File: src/rtl/mxv_pkg.sv
// mxv_pkg: shared state encoding, default widths and FP constants for the
// matrix-vector result path.
package mxv_pkg;

    typedef enum logic [1:0] {
        IDLE    = 2'd0,
        COLLECT = 2'd1,
        DRAIN   = 2'd2,
        DONE    = 2'd3
    } collector_state_t;

    localparam int DEF_NO_OF_UNITS   = 8;
    localparam int DEF_ELEMENT_WIDTH = 32;
    localparam int DEF_FIFO_DEPTH    = 4;
    localparam int DEF_ADDR_WIDTH    = 10;
    localparam int DEF_COUNT_WIDTH   = 16;

    localparam logic [7:0] FP_EXP_ALL_ONES = 8'hFF;

endpackage

File: src/rtl/mxv_result_collector_row_fifo.sv
// row_fifo: synchronous row FIFO; pointers carry an extra wrap bit so full
// and empty are distinguishable. A pop frees a slot for a same-cycle push.
module row_fifo
    import mxv_pkg::*;
#(
    parameter int width = DEF_ELEMENT_WIDTH * DEF_NO_OF_UNITS,
    parameter int depth = DEF_FIFO_DEPTH
) (
    input  logic             clk,
    input  logic             main_reset,
    input  logic             push_i,
    input  logic             pop_i,
    input  logic [width-1:0] data_i,
    output logic [width-1:0] head_o,
    output logic             full_o,
    output logic             empty_o,
    output logic             last_o
);
    localparam int aw = $clog2(depth);

    logic [width-1:0] mem_q [depth];
    logic [aw:0]      wptr_q;
    logic [aw:0]      rptr_q;
    logic             do_push;
    logic             do_pop;

    assign empty_o = wptr_q == rptr_q;
    assign full_o  = (wptr_q[aw] != rptr_q[aw]) && (wptr_q[aw-1:0] == rptr_q[aw-1:0]);
    assign last_o  = (wptr_q - rptr_q) == (aw+1)'(1);
    assign do_pop  = pop_i && !empty_o;
    assign do_push = push_i && (!full_o || do_pop);
    assign head_o  = mem_q[rptr_q[aw-1:0]];

    always_ff @(posedge clk or negedge main_reset) begin
        if (!main_reset) begin
            wptr_q <= '0;
            rptr_q <= '0;
            for (int i = 0; i < depth; i++) mem_q[i] <= '0;
        end else begin
            if (do_push) begin
                mem_q[wptr_q[aw-1:0]] <= data_i;
                wptr_q <= wptr_q + (aw+1)'(1);
            end
            if (do_pop) rptr_q <= rptr_q + (aw+1)'(1);
        end
    end

endmodule

File: src/rtl/mxv_result_collector.sv
// mxv_result_collector: packs dot-product results MSB-first into row words,
// buffers rows and drains them to result memory. Optional NaN/Inf flag: MXV_COLLECTOR_FP_CHECK_EN.
module mxv_result_collector
    import mxv_pkg::*;
#(
    parameter int no_of_units   = DEF_NO_OF_UNITS,
    parameter int element_width = DEF_ELEMENT_WIDTH,
    parameter int fifo_depth    = DEF_FIFO_DEPTH,
    parameter int addr_width    = DEF_ADDR_WIDTH,
    parameter int count_width   = DEF_COUNT_WIDTH
) (
    input  logic                                 clk,
    input  logic                                 main_reset,
    input  logic                                 start,
    input  logic [count_width-1:0]               no_of_results,
    input  logic [addr_width-1:0]                base_addr,
    input  logic [element_width-1:0]             dot_product_output,
    input  logic                                 dp_valid,
    input  logic                                 mem_ready,
    output logic                                 wr_en,
    output logic [addr_width-1:0]                wr_addr,
    output logic [element_width*no_of_units-1:0] wr_data,
    output logic                                 busy,
    output logic                                 done,
    output logic                                 overflow,
    output logic                                 fp_exception
);
    localparam int row_width = element_width * no_of_units;
    localparam int kw        = $clog2(no_of_units);

    collector_state_t       state_q, state_d;
    logic [kw-1:0]          k_q, k_d;
    logic [count_width-1:0] cnt_q, cnt_d;
    logic [count_width-1:0] nres_q, nres_d;
    logic [addr_width-1:0]  addr_q, addr_d;
    logic [row_width-1:0]   row_q, row_d;
    logic [row_width-1:0]   lane_row;
    logic                   ovf_q, ovf_d;
    logic                   push;
    logic                   full;
    logic                   empty;
    logic                   last;

    assign wr_en    = !empty && mem_ready;
    assign wr_addr  = addr_q;
    assign busy     = state_q != IDLE;
    assign done     = state_q == DONE;
    assign overflow = ovf_q;

    always_comb begin
        state_d  = state_q;
        k_d      = k_q;
        cnt_d    = cnt_q;
        nres_d   = nres_q;
        addr_d   = addr_q + {{(addr_width-1){1'b0}}, wr_en};
        row_d    = row_q;
        ovf_d    = ovf_q;
        push     = 1'b0;
        lane_row = row_q;
        lane_row[element_width*(no_of_units-int'(k_q))-1 -: element_width] = dot_product_output;
        case (state_q)
            IDLE: if (start) begin
                row_d   = '0;
                k_d     = '0;
                cnt_d   = '0;
                nres_d  = no_of_results;
                addr_d  = base_addr;
                ovf_d   = 1'b0;
                state_d = (no_of_results == '0) ? DONE : COLLECT;
            end
            COLLECT: if (dp_valid) begin
                cnt_d = cnt_q + count_width'(1);
                push  = (k_q == kw'(no_of_units-1)) || (cnt_d == nres_q);
                // Clearing the row after a push zero-pads any partial final row.
                row_d   = push ? '0 : lane_row;
                k_d     = push ? '0 : k_q + kw'(1);
                state_d = (cnt_d == nres_q) ? DRAIN : COLLECT;
            end
            // Leave as the last entry pops so done lands the cycle after that write.
            DRAIN: if (empty || (wr_en && last)) state_d = DONE;
            DONE: state_d = IDLE;
            default: state_d = IDLE;
        endcase
        if (push && full && !wr_en) ovf_d = 1'b1;
    end

    always_ff @(posedge clk or negedge main_reset) begin
        if (!main_reset) begin
            state_q <= IDLE;
            k_q     <= '0;
            cnt_q   <= '0;
            nres_q  <= '0;
            addr_q  <= '0;
            row_q   <= '0;
            ovf_q   <= 1'b0;
        end else begin
            state_q <= state_d;
            k_q     <= k_d;
            cnt_q   <= cnt_d;
            nres_q  <= nres_d;
            addr_q  <= addr_d;
            row_q   <= row_d;
            ovf_q   <= ovf_d;
        end
    end

    row_fifo #(
        .width (row_width),
        .depth (fifo_depth)
    ) u_row_fifo (
        .clk        (clk),
        .main_reset (main_reset),
        .push_i     (push),
        .pop_i      (wr_en),
        .data_i     (lane_row),
        .head_o     (wr_data),
        .full_o     (full),
        .empty_o    (empty),
        .last_o     (last)
    );

`ifdef MXV_COLLECTOR_FP_CHECK_EN
    logic fp_q, fp_d;

    always_comb begin
        fp_d = fp_q;
        if (state_q == IDLE && start) fp_d = 1'b0;
        else if (state_q == COLLECT && dp_valid &&
                 dot_product_output[element_width-2 -: 8] == FP_EXP_ALL_ONES) fp_d = 1'b1;
    end

    always_ff @(posedge clk or negedge main_reset) begin
        if (!main_reset) fp_q <= 1'b0;
        else fp_q <= fp_d;
    end

    assign fp_exception = fp_q;
`else
    assign fp_exception = 1'b0;
`endif

endmodule
File: config.mk
export PLATFORM = sky130hd
export DESIGN_NAME = mxv_result_collector
export DESIGN_NICKNAME = d
export VERILOG_FILES = /design/src/rtl/mxv_pkg.sv /design/src/rtl/mxv_result_collector_row_fifo.sv /design/src/rtl/mxv_result_collector.sv
export SDC_FILE = /design/constraint.sdc
export NUM_CORES = 2
export LEC_CHECK = 0
export ABC_AREA = 1
export CAP_MARGIN = 5
export CORE_ASPECT_RATIO = 1.75
export CORE_MARGIN = 2
export CORE_UTILIZATION = 35
export CTS_BUF_LIST = sky130_fd_sc_hd__clkbuf_8
export DETAILED_ROUTE_END_ITERATION = 10
export PLACE_DENSITY = 0.61
export SLEW_MARGIN = 40
export SYNTH_ARGS = -nofsm -noshare
export SYNTH_HDL_FRONTEND = slang
export SYNTH_SLANG_ARGS = --single-unit
File: constraint.sdc
create_clock -name clk -period 8.45 [get_ports clk]
set_clock_uncertainty 0.05 [all_clocks]
set_input_delay 1.2675 -clock clk [delete_from_list [all_inputs] [get_ports clk]]
set_output_delay 1.2675 -clock clk [all_outputs]
set_load 0.01 [all_outputs]
==> results.py <==
metrics = {
    "synthesis": {
        "ys_types": 37,
        "yosys_register_bits": 1334,
        "yosysMostFrequentCell": "nand2_1",
        "yosys.area.top_type": "dfrtp_1",
        "async_reset_ff_frac": 1.000,
        "yosysSeqAreaShare": 0.5082,
        "synth_edf_count": 0,
        "yosys_warnings": 0,
        "yosys.area.top_type_share": 0.5082,
        "synth_flop_cell": "dfrtp_1",
        "ys_top_cells_by_count": "nand2_1 (2,482), dfrtp_1 (1,334), nand4_1 (1,060), o21ai_0 (885), nor2_1 (621)",
        "synth_area_mm2": 0.06568,
        "synth_nets": 8379,
        "synth.avg_cell_area_um2": 7.915,
        "netlist_top_cells_area": "dfrtp_1 (51%), nand2_1 (14%), nand4_1 (10%)",
        "syn-instance-count": 8298,
    },
    "grt": {
        "grt_pass1_wl_um": 381800,
        "overflow": 0,
        "grt_max_degree": 211,
        "grt_pass1_vias": 60170,
        "antenna_found_initial": 13,
        "grtUsageTotal": 0.2562,
    },
    "power": {
        "total_power_mw": 26.14,
        "vdd_drop_max_mv": 0.3588,
        "p_leak_nw": 38.13,
        "power_density_mw_per_mm2": 351.9,
    },
    "sta": {
        "rsz0062_at_grt": "no",
        "setup_tns_ns": 0,
        "finalHoldViolCount": 0,
        "relSlewSlack": 0.2703,
        "drv_slew": 0,
        "clock.fmax_mhz": 165.9,
        "fin_crit_sh": 0.7133,
        "worstMarginPinSlew_ns": 1.095,
        "setup_viol": 0,
        "finalCriticalPeriod_ns": 6.027,
    },
    "die": {
        "die_w_um": 331.5,
        "die_area_mm2": 0.1913,
        "coreArea_mm2": 0.1868,
        "initial_utilization": 0.3516,
        "io_pins": 334,
        "rows": 210,
        "die_y_um": 577.1,
    },
    "clock_tree": {
        "cts_root_buf": "clkbuf_8",
        "clockBufferDepth": 4,
        "cts_resized": 0,
        "cts_setup_buffers": 0,
        "clock_latency_ns": 0.96,
        "numCtsBuffers": 205,
        "hold_buffers": 0,
        "htreeDepth": 4,
        "cts.sinks": 1334,
        "clkTransAtPathRegs_ns": 0.06,
        "cts_tree": "yes",
    },
    "route": {
        "num_vias": 62470,
        "drtPass1Iterations": 8,
        "drc_errors": 0,
        "viasPerCell": 5.802,
        "drt-total-wl_um": 252200,
        "wl_per_cell_um": 23.42,
        "antenna_left": 0,
        "drt-initial-drc-count": 7883,
    },
    "cells_and_area": {
        "seq_area_mm2": 0.03339,
        "syn_to_final_growth_pct": 13.09,
        "final_layout_size_suffix_gt1_frac": 0.05323,
        "layout.nets": 8262,
        "nFillCells": 18880,
        "multiInputGateArea_mm2": 0.02710,
    },
    "setup_path": {
        "required_ns": 7.13,
        "end_kind": "output pin",
        "critPathKind": "reg2out",
        "critical_path_peak_fanout": 72,
        "start_kind": "flop",
        "worstPathArrival_ns": 4.71,
    },
    "hold_path": {
        "hp-class": "in2async",
    },
    "placed_design": {
        "numPortBuffers": 332,
        "gp_congestion": 0.9100,
        "dp_hpwl_um": 147100,
    },
    "run_status": {
        "status": "finished clean",
    },
    "run": {
        "drv_cap": 0,
    },
}
-- worst paths after layout --
check | end | slack, ns | start | cells past startpoint
setup / recovery | wr_data[87] | 2.42 | u_row_fifo.rptr_q[1] | 6
min in group clk | u_row_fifo.mem_q[747] | 0.42 | u_row_fifo.mem_q[747] | 2
setup reg to reg | u_row_fifo.mem_q[533] | 2.89 | k_q[0] | 15
hold reg to reg | u_row_fifo.mem_q[747] | 0.42 | u_row_fifo.mem_q[747] | 2
hold / removal | wr_addr[8] | 0.20 | main_reset | 1
max in group asynchronous | u_row_fifo.mem_q[175] | 5.98 | main_reset | 4
-- flip-flops by register name, summed over array words and instances (netlist names) --
register and flops:
u_row_fifo.wptr_q 3, nres_q 16, state_q 2, wr_addr 10
u_row_fifo.rptr_q 3, cnt_q 16, overflow 1, row_q 256
k_q 3, u_row_fifo.mem_q 1024
-- critical path: stages (launching register included) --
cell and delay, ns:
dfrtp_4 0.72, inv_8 0.38, buf_16 0.36, buf_4 0.68, o21ai_0 0.19, o22ai_1 0.62, clkdlybuf4s50_1 0.67
-- cells in the final DEF, fill, tap and decap left out, types with 4 or more instances in the layout --
cell             count
nand3b_1             4
clkinv_2            15
nand3_1            159
xnor2_1              8
clkdlybuf4s50_1    331
buf_4               59
buf_12              37
xor2_1               6
nor2_4               5
nand2_1           2477
inv_6                4
clkinv_1             4
inv_2                5
inv_1              518
o21ai_0            854
o21ai_1             31
buf_6               10
nor2_1             616
nor3_1               6
ha_4                 4
nand4_1           1060
o22ai_1            446
dfrtp_1           1332
nor2_2              10
buf_16              12
clkbuf_8           257
ha_1                13
nand2_2              6
diode_2              6
-- area by class of cell --
class / instances / area share
Sequential cell: 1334 / 0.4495
Clock buffer: 257 / 0.04762
Antenna cell: 6 / 0.0002021
Multi-Input combinational cell: 5729 / 0.3649
Timing Repair Buffer: 449 / 0.06650
Tap cell: 2438 / 0.04107
Inverter: 462 / 0.02363
Clock inverter: 92 / 0.006536
-- metal layers --
metal,vias to the layer above,GRT usage,part of all wire
li1,27900,-,-
met1,30740,0.3311,0.39
met2,3218,0.4072,0.46
met3,609,0.04187,0.084
met4,14,0.1478,0.062
met5,-,0,0.00031
-- report_power, final --
group	switching [mW]	leakage (nW)	total (mW)	internal, mW
logic	9.07	17.3	12.8	3.75
registers	0.529	18.5	7.81	7.28
clock network	2.69	2.34	5.50	2.81
total	12.3	38.1	26.1	13.8
-- cell families (layout without fill, tap and decap cells) --
group / after synthesis / after routing / share of synthesized area
simple gates: 4350 / 4350 / 0.2933
compound gates: 1344 / 1344 / 0.1113
flops: 1334 / 1334 / 0.5082
buf+inv: 1235 / 1260 / 0.08123
fa+ha+maj: 18 / 18 / 0.003543
xor+xnor: 15 / 15 / 0.002229
other cells: 1 / 7 / 0.00005709
mux: 1 / 1 / 0.0001524
-- metrics by stage --
step / std cells / setup WS [ns] / utilization / area (um^2) / hold WS, ns
after CTS: 10750 / 2.390 / 0.3962 / 74030 / 0.2251
final: 10770 / 2.423 / 0.3976 / 74280 / 0.1974
after global placement: 10400 / 3.224 / 0.3736 / 69800 / 0.4066
after floorplan: 8298 / 5.099 / - / 65680 / 0.3942
after global routing: 10760 / 2.414 / 0.3975 / 74270 / 0.2483
after detailed placement: 10400 / 3.097 / 0.3747 / 70000 / 0.4100
Power figures use the tool's default switching activity.
